File: src/rtl/rx_pkg.sv
// rx_pkg: shared state encoding, widths and word packing layout for rx_frame_capture.
package rx_pkg;
   localparam int SAMPLE_W = 16;
   localparam int CNT_W    = 16;
   localparam int I_MSB    = 31;
   localparam int Q_MSB    = 15;
   typedef enum logic [1:0] {IDLE = 2'd0, DELAY = 2'd1, CAPTURE = 2'd2} state_t;
endpackage

File: src/rtl/sync_rise_det.sv
// sync_rise_det: registers the transmit sync level and flags its rising edge.
module sync_rise_det (
   input  logic clk,
   input  logic rst_n,
   input  logic pulse_sync,
   output logic rise
);
   logic r_sync_q;
   always_ff @(posedge clk or negedge rst_n)
      if (!rst_n) r_sync_q <= 1'b0;
      else        r_sync_q <= pulse_sync;
   assign rise = pulse_sync & ~r_sync_q;
endmodule

File: src/rtl/rx_frame_capture.sv
// rx_frame_capture: range-gated I/Q capture feeding the ping-pong BRAM writer.
// Define RX_FRAME_TEST_PATTERN_EN to emit {frame_cnt, sample_index} instead of ADC data.
module rx_frame_capture #(
   parameter int SAMPLE_W = rx_pkg::SAMPLE_W,
   parameter int CNT_W    = rx_pkg::CNT_W
) (
   input  logic                clk,
   input  logic                rst_n,
   input  logic                adc_valid,
   input  logic [SAMPLE_W-1:0] adc_i,
   input  logic [SAMPLE_W-1:0] adc_q,
   input  logic                pulse_sync,
   input  logic                cfg_en,
   input  logic [CNT_W-1:0]    cfg_delay,
   input  logic [CNT_W-1:0]    cfg_len,
   output logic                valid,
   output logic                sinc,
   output logic [31:0]         datos_o,
   output logic                busy,
   output logic                overrun,
   output logic [CNT_W-1:0]    miss_cnt,
   output logic [CNT_W-1:0]    frame_cnt
);
   import rx_pkg::*;
   state_t             r_state, w_state_nxt;
   logic [CNT_W-1:0]   r_dly, r_len, r_cnt, r_miss, r_frame, w_cnt_inc;
   logic [31:0]        r_data, w_word;
   logic               r_valid, r_sinc, r_overrun;
   logic               w_rise, w_start, w_cap;
   sync_rise_det u_rise (
      .clk        (clk),
      .rst_n      (rst_n),
      .pulse_sync (pulse_sync),
      .rise       (w_rise)
   );
   assign w_cnt_inc = r_cnt + 1'b1;
   assign busy      = r_state != IDLE;
   assign w_start   = (r_state == IDLE) & w_rise & cfg_en;
   assign w_cap     = (r_state == CAPTURE) & adc_valid;
`ifdef RX_FRAME_TEST_PATTERN_EN
   assign w_word = {16'(r_frame), 16'(r_cnt)};
`else
   assign w_word[I_MSB -: SAMPLE_W] = adc_i;
   assign w_word[Q_MSB -: SAMPLE_W] = adc_q;
`endif
   always_comb begin
      w_state_nxt = r_state;
      case (r_state)
         IDLE:    if (w_start && cfg_len != '0) w_state_nxt = (cfg_delay != '0) ? DELAY : CAPTURE;
         DELAY:   if (adc_valid && w_cnt_inc == r_dly) w_state_nxt = CAPTURE;
         CAPTURE: if (adc_valid && w_cnt_inc == r_len) w_state_nxt = IDLE;
         default: w_state_nxt = IDLE;
      endcase
   end
   always_ff @(posedge clk or negedge rst_n)
      if (!rst_n) r_state <= IDLE;
      else        r_state <= w_state_nxt;
   always_ff @(posedge clk or negedge rst_n) begin
      if (!rst_n) begin
         r_dly     <= '0;
         r_len     <= '0;
         r_cnt     <= '0;
         r_miss    <= '0;
         r_frame   <= '0;
         r_data    <= '0;
         r_valid   <= 1'b0;
         r_sinc    <= 1'b0;
         r_overrun <= 1'b0;
      end else begin
         r_valid <= w_cap;
         r_sinc  <= w_cap & (r_cnt == '0);
         if (w_cap) r_data <= w_word;
         // the counter restarts on every state change so it doubles as the sample index
         if (w_start) begin
            r_dly <= cfg_delay;
            r_len <= cfg_len;
            r_cnt <= '0;
         end else if (adc_valid && busy) r_cnt <= (w_state_nxt != r_state) ? '0 : w_cnt_inc;
         if (w_cap && w_state_nxt == IDLE) r_frame <= r_frame + 1'b1;
         if (busy && w_rise) begin
            r_overrun <= 1'b1;
            if (~&r_miss) r_miss <= r_miss + 1'b1;
         end
      end
   end
   assign valid     = r_valid;
   assign sinc      = r_sinc;
   assign datos_o   = r_data;
   assign overrun   = r_overrun;
   assign miss_cnt  = r_miss;
   assign frame_cnt = r_frame;
endmodule
File: config.mk
export PLATFORM = sky130hd
export DESIGN_NAME = rx_frame_capture
export DESIGN_NICKNAME = d
export VERILOG_FILES = /design/src/rtl/rx_pkg.sv /design/src/rtl/sync_rise_det.sv /design/src/rtl/rx_frame_capture.sv
export SDC_FILE = /design/constraint.sdc
export NUM_CORES = 1
export LEC_CHECK = 0
export CAP_MARGIN = 20
export CORE_MARGIN = 3
export CORE_UTILIZATION = 52
export CTS_CLUSTER_SIZE = 20
export DETAILED_ROUTE_END_ITERATION = 16
export PLACE_DENSITY = 0.83
export SYNTH_ARGS = -nofsm -noshare
export SYNTH_HDL_FRONTEND = slang
export SYNTH_SLANG_ARGS = --single-unit
File: constraint.sdc
create_clock -name clk -period 4.6 [get_ports clk]
set_input_delay 0.92 -clock clk [delete_from_list [all_inputs] [get_ports clk]]
set_output_delay 0.92 -clock clk [all_outputs]
set_load 0.01 [all_outputs]
### Yosys cells after proc, flatten, opt, wreduce, memory -nomap -nowiden

Index checks and enable logic that the tools add are counted.

* flip-flop bits (word level): 118
* latch bits: 0
* bits in writable memories: 0
* memory bits (read-only): 0
* input bits: 69
* output and inout port bits: 68
* memories: 0

* add/subtract/negate cells: 3
* multipliers: 0
* div/mod/pow operators: 0
* magnitude comparators: 0
* eq/ne operators: 5
* shift-type cells: 0
* multiplexer cells: 8
* bitwise logic cells: 7
* reductions and logical operators: 15

Operators by type and width (count)
* $add A16 B1 Y16 const B: 3
* $mux W16: 3
* $eq A16 B16 Y1: 2
* $reduce_bool A16 Y1: 2
* $logic_not A16 Y1: 1
* $reduce_and A16 Y1: 1
* $mux W2: 4
* $logic_and A1 B1 Y1: 6
* $pmux W2 S3: 1
* $and A1 B1 Y1: 5
* $logic_not A2 Y1: 2
* $reduce_bool A2 Y1: 2
* $eq A2 B1 Y1 const B: 1
* $eq A2 B2 Y1 const B: 1
* $ne A2 B2 Y1: 1
* $not A1 Y1: 2
* $reduce_and A2 Y1: 1

### Depth between registers and ports, before layout

* word-level depth: 11
* gate-level depth with buffers: 12
* gate-level depth less buffers: 10

### Hierarchy

A second synthesis with hierarchy kept.

* cells, all modules: 649
* area total of the unflattened synthesis: 6324.8 um2

Modules (own cells, without submodules)
* rx_frame_capture: instances 1, cells an instance 647, area an instance 6286.0 um2, seq. area each 2927.8 um2
* sync_rise_det: instances 1, cells an instance 2, area an instance 38.8 um2, seq. area each 25.0 um2

### Least setup slack after synthesis

Ideal clock, no wire load.

* path type: register to register
* start: register r_cnt[1]
* end: register r_frame[14], in the netlist frame_cnt[14]
* setup time: 0.079 ns
* arrival time: 3.120 ns
* data required time: 4.521 ns
* setup slack: 1.401 ns
* cell stages (with the launch flop): 13
* period minus slack after synthesis: 3.199 ns
* cells stage by stage: dfrtp_1 ha_1 buf_2 nand2_1 or4_4 buf_6 nand2_2 nand4_1 or4_1 or4b_1 buf_6 nor4_2 xor2_1

* word-level cells in the longest chain between the ends: 7
* elaborated cells between the ends (all ways): 10
* those cells by class: add/sub (1); eq/ne (2); mux (3); reduce/logical (4)

Ends and longest elaborated chain
* from (decl): line rx_frame_capture.sv:26 `logic [CNT_W-1:0] r_dly, r_len, r_cnt, r_miss, r_frame, w_cnt_inc;`
* from (signal assigned): line rx_frame_capture.sv:78 `end else if (adc_valid && busy) r_cnt <= (w_state_nxt != r_state) ? '0 : w_cnt_inc;`
* $add A16 B1 Y16 *: line rx_frame_capture.sv:36 `assign w_cnt_inc = r_cnt + 1'b1;`
* $eq A16 B16 Y1, on equally long branches: line rx_frame_capture.sv:51, rx_frame_capture.sv:50
* $logic_and A1 B1 Y1, on equally long branches: line rx_frame_capture.sv:51, rx_frame_capture.sv:50
* $mux W2, on equally long branches: line rx_frame_capture.sv:51, rx_frame_capture.sv:50
* $pmux W2 S3 *: line rx_frame_capture.sv:48 `case (r_state)`
* $logic_not A2 Y1 *: line rx_frame_capture.sv:79 `if (w_cap && w_state_nxt == IDLE) r_frame <= r_frame + 1'b1;`
* $logic_and A1 B1 Y1 *: line rx_frame_capture.sv:79
* to (signal assigned): line rx_frame_capture.sv:79
* to (decl): line rx_frame_capture.sv:26

Every way passes the cells marked *; elsewhere a longest branch is shown, timed or not.
A chain may end at the register's enable or synchronous reset.

### Worst setup path after layout

* start: register r_cnt[0]
* end: register r_frame[8], in the netlist frame_cnt[8]

The elaborated chain is that of the path after synthesis.

==> impl_metrics.env <==
export IMPL_ys_types=71
export IMPL_critical_path_class="reg2reg"
export IMPL_synth_common_cells="nand2_1, dfrtp_1, xnor2_1"
export IMPL_fp_dieW_um=117
export IMPL_relSlewSlack_pct=51.9
export IMPL_whs_path_depth=1
export IMPL_fin_setup_tns_ns=0
export IMPL_r2r_end="frame_cnt[8]$_DFFE_PN0P_"
export IMPL_clk_pin_slew_worst_paths_ns=0.05
export IMPL_yosys_area_top_type="dfrtp_1"
export IMPL_slew_viol_final=0
export IMPL_grt_max_degree=52
export IMPL_cp_arrival_ns=4.13
export IMPL_drv_cap=0
export IMPL_synthesis_instances=665
export IMPL_path_buf_inv=0
export IMPL_period_share_pct=82.5
export IMPL_multiInputGateArea_um2=3230
export IMPL_cts_sinks=118
export IMPL_path_cells="ha_1, nand2_1, or4_4, nand2_2, nand4_1, or4_1, or4b_1, nor4_2, xor2_1"
export IMPL_cts_resized=0
export IMPL_drc=0
export IMPL_pin_count=137
export IMPL_grt_pass1_vias=5544
export IMPL_cp_slowest_cell="or4b_1"
export IMPL_worst_pin_slew_ns=0.715
export IMPL_synth_seq_cells=118
export IMPL_wl_per_cell_um=18.5
export IMPL_antenna_found_initial=0
export IMPL_cts_root_buffer="clkbuf_16"
export IMPL_syn_area_um2=6450
export IMPL_critical_path_startpoint_type="register"
export IMPL_synthTopCellsByArea="dfrtp_1, nand2_1, mux2_2, xnor2_1, xor2_1"
export IMPL_port_buffers=136
export IMPL_area_growth_pct=30.9
export IMPL_wl_um=18000
export IMPL_drt_iter0_drc=525
export IMPL_cts_tree="done"
export IMPL_cts_buffer_depth=2
export IMPL_place_area_um2=7870
export IMPL_synth_most_common_cell="nand2_1"
export IMPL_r2r_start="r_cnt[0]$_DFFE_PN0P_"
export IMPL_track_usage_pct=26.6
export IMPL_yosys_area_top_type_share_pct=45.8
export IMPL_wl_met1_um=7510
export IMPL_num_antenna_cells=0
export IMPL_hold_class="reg2reg"
export IMPL_initial_core_util_pct=53.5
export IMPL_period_minus_slack_ns=3.80
export IMPL_via_count=5574
export IMPL_firstDrtPassIters=5
export IMPL_synth_top_flop_cell="dfrtp_1"
export IMPL_min_to="frame_cnt[15]$_DFFE_PN0P_"
export IMPL_setup_violations=0
export IMPL_status="finished clean"
export IMPL_fillers=884
export IMPL_rsz0062_at_grt="false"
export IMPL_cts_setup_buffers=0
export IMPL_hold_buffers=0
export IMPL_antenna_left=0
export IMPL_wl_met3_um=1070
export IMPL_core_area_um2=12100
export IMPL_fmax_ghz=0.263
export IMPL_synth_edf_count=0
export IMPL_htreeDepth=4
export IMPL_min_delay_start="frame_cnt[15]$_DFFE_PN0P_"
export IMPL_die_h_um=117
export IMPL_syn_avg_cell_area_um2=9.70
export IMPL_seqCellArea_um2=2950
export IMPL_highest_layer="met4"
export IMPL_p_leak_nw=3.81
export IMPL_via_per_inst=5.73
export IMPL_critPathMaxFanout=9
export IMPL_vdd_ir_drop_max_v=0.000369
export IMPL_dieArea_um2=13800
export IMPL_synth_async_reset_ratio_pct=100
export IMPL_crit_family="simple AND/OR/NAND/NOR gates"
export IMPL_ff2ff_path_depth=9
export IMPL_synth_nets=738
export IMPL_wl_met2_um=8920
export IMPL_nNetsFinal=866
export IMPL_ys_seq_area_share_pct=45.8
export IMPL_grt_pass1_wl_um=29200
export IMPL_dp_hpwl_um=13100
export IMPL_cts_made_buffers=17
export IMPL_hold_worst_slack_ns=0.465
export IMPL_crit_required_ns=4.94
export IMPL_grt_overflow=0
export IMPL_ff2ff_setup_slack_ns=0.80
export IMPL_cpPeakStageDelay_ns=0.78
export IMPL_worst_skew_pair_late_latency_ns=0.42
export IMPL_rows=40
export IMPL_hold_viol_final=0
export IMPL_finalClockSkew_ns=0.00610
export IMPL_utilization_pct=70.0
export IMPL_gp_congestion=0.944
export IMPL_end_kind="register"
export IMPL_pwr_density_cell_nw_per_um2=441
export IMPL_yosysWarnings=0
export IMPL_design_area_um2=8450
export IMPL_drive_gt1_share_pct=12.4
==> through the flow <==
stage | power (mW) | setup slack [ns] | std cells
after global routing | 3.90 | 0.539 | 973
final | 3.73 | 0.804 | 973
after CTS | 3.73 | 0.805 | 973
after detailed placement | 2.44 | 0.723 | 942
after floorplan | 2.08 | 1.40 | 665
after global placement | 2.42 | 0.847 | 942
==> registers in the layout, indices dropped and copies added (netlist names) <==
| register | cells |
|---|---|
| overrun | 1 |
| r_state | 2 |
| sinc | 1 |
| r_cnt | 16 |
| r_len | 16 |
| valid | 1 |
| r_dly | 16 |
| u_rise.r_sync_q | 1 |
| frame_cnt | 16 |
| datos_o | 32 |
| miss_cnt | 16 |
==> routing by layer <==
metal / up-vias / track usage, %
li1: 2576 / -
met1: 2747 / 33.8
met2: 206 / 43.9
met3: 45 / 5.83
met4: 0 / 11.4
met5: - / 0
==> layout make-up <==
type	count	area share (%)
Timing Repair Buffer	146	17.0
Sequential cell	118	35.0
Clock buffer	25	5.98
Clock inverter	6	0.800
Inverter	13	0.578
Multi-Input combinational cell	497	38.2
Tap cell	168	2.49
==> power by group <==
group	total [mW]	internal (mW)	switching, mW
Combinational	0.961	0.537	0.424
Clock	1.27	0.811	0.460
Sequential	1.50	1.23	0.271
==> kinds of logic (layout without fill, tap and decap cells) <==
group / Yosys count / count (layout) / share of synthesized area (%)
multiplexers: 34 / 34 / 5.92
buffers and inverters: 50 / 190 / 4.19
XOR/XNOR: 66 / 66 / 9.85
adder cells (fa/ha/maj): 4 / 4 / 0.776
flip-flops: 118 / 118 / 45.8
AO/OA/AOI/OAI: 62 / 62 / 7.27
AND/OR/NAND/NOR: 331 / 331 / 26.2
==> worst max path at each step <==
| stage | endpoint | cells after the start | slack (ns) | startpoint |
|---|---|---|---|---|
| 3_3_place_gp | frame_cnt[14]$_DFFE_PN0P_ | 8 | 0.85 | adc_valid |
| 6_report | frame_cnt[8]$_DFFE_PN0P_ | 9 | 0.80 | r_cnt[0]$_DFFE_PN0P_ |
| 2_1_floorplan | frame_cnt[14]$_DFFE_PN0P_ | 12 | 1.40 | r_cnt[1]$_DFFE_PN0P_ |
| 4_1_cts | frame_cnt[8]$_DFFE_PN0P_ | 9 | 0.81 | r_cnt[0]$_DFFE_PN0P_ |
| 3_5_place_dp | frame_cnt[8]$_DFFE_PN0P_ | 8 | 0.72 | adc_valid |
| 5_1_grt | frame_cnt[12]$_DFFE_PN0P_ | 9 | 0.54 | r_cnt[0]$_DFFE_PN0P_ |
==> cell usage in the layout, fill, tap and decap left out, types with 3 or more instances in the layout <==
cell / Yosys / layout
a21oi_1: 5 / 5
a311oi_1: 4 / 4
a31oi_1: 3 / 3
and2_1: 9 / 9
and3_1: 13 / 13
buf_4: 5 / 11
clkbuf_1: 17 / 3
clkbuf_16: 0 / 17
clkbuf_8: 4 / 5
clkdlybuf4s50_1: 0 / 135
dfrtp_1: 118 / 118
ha_1: 4 / 4
inv_1: 12 / 12
mux2_2: 33 / 33
nand2_1: 154 / 154
nand2b_1: 11 / 11
nand3_1: 25 / 25
nand3b_1: 4 / 4
nand4_1: 17 / 17
nor2_1: 28 / 28
nor2b_1: 11 / 11
nor3_1: 7 / 7
nor4_1: 14 / 14
nor4_2: 5 / 5
o211ai_1: 5 / 5
o21ai_0: 8 / 8
o221ai_1: 14 / 14
or3_1: 5 / 5
xnor2_1: 41 / 41
xor2_1: 21 / 21
Note: power is estimated with default switching activity, not from simulation.
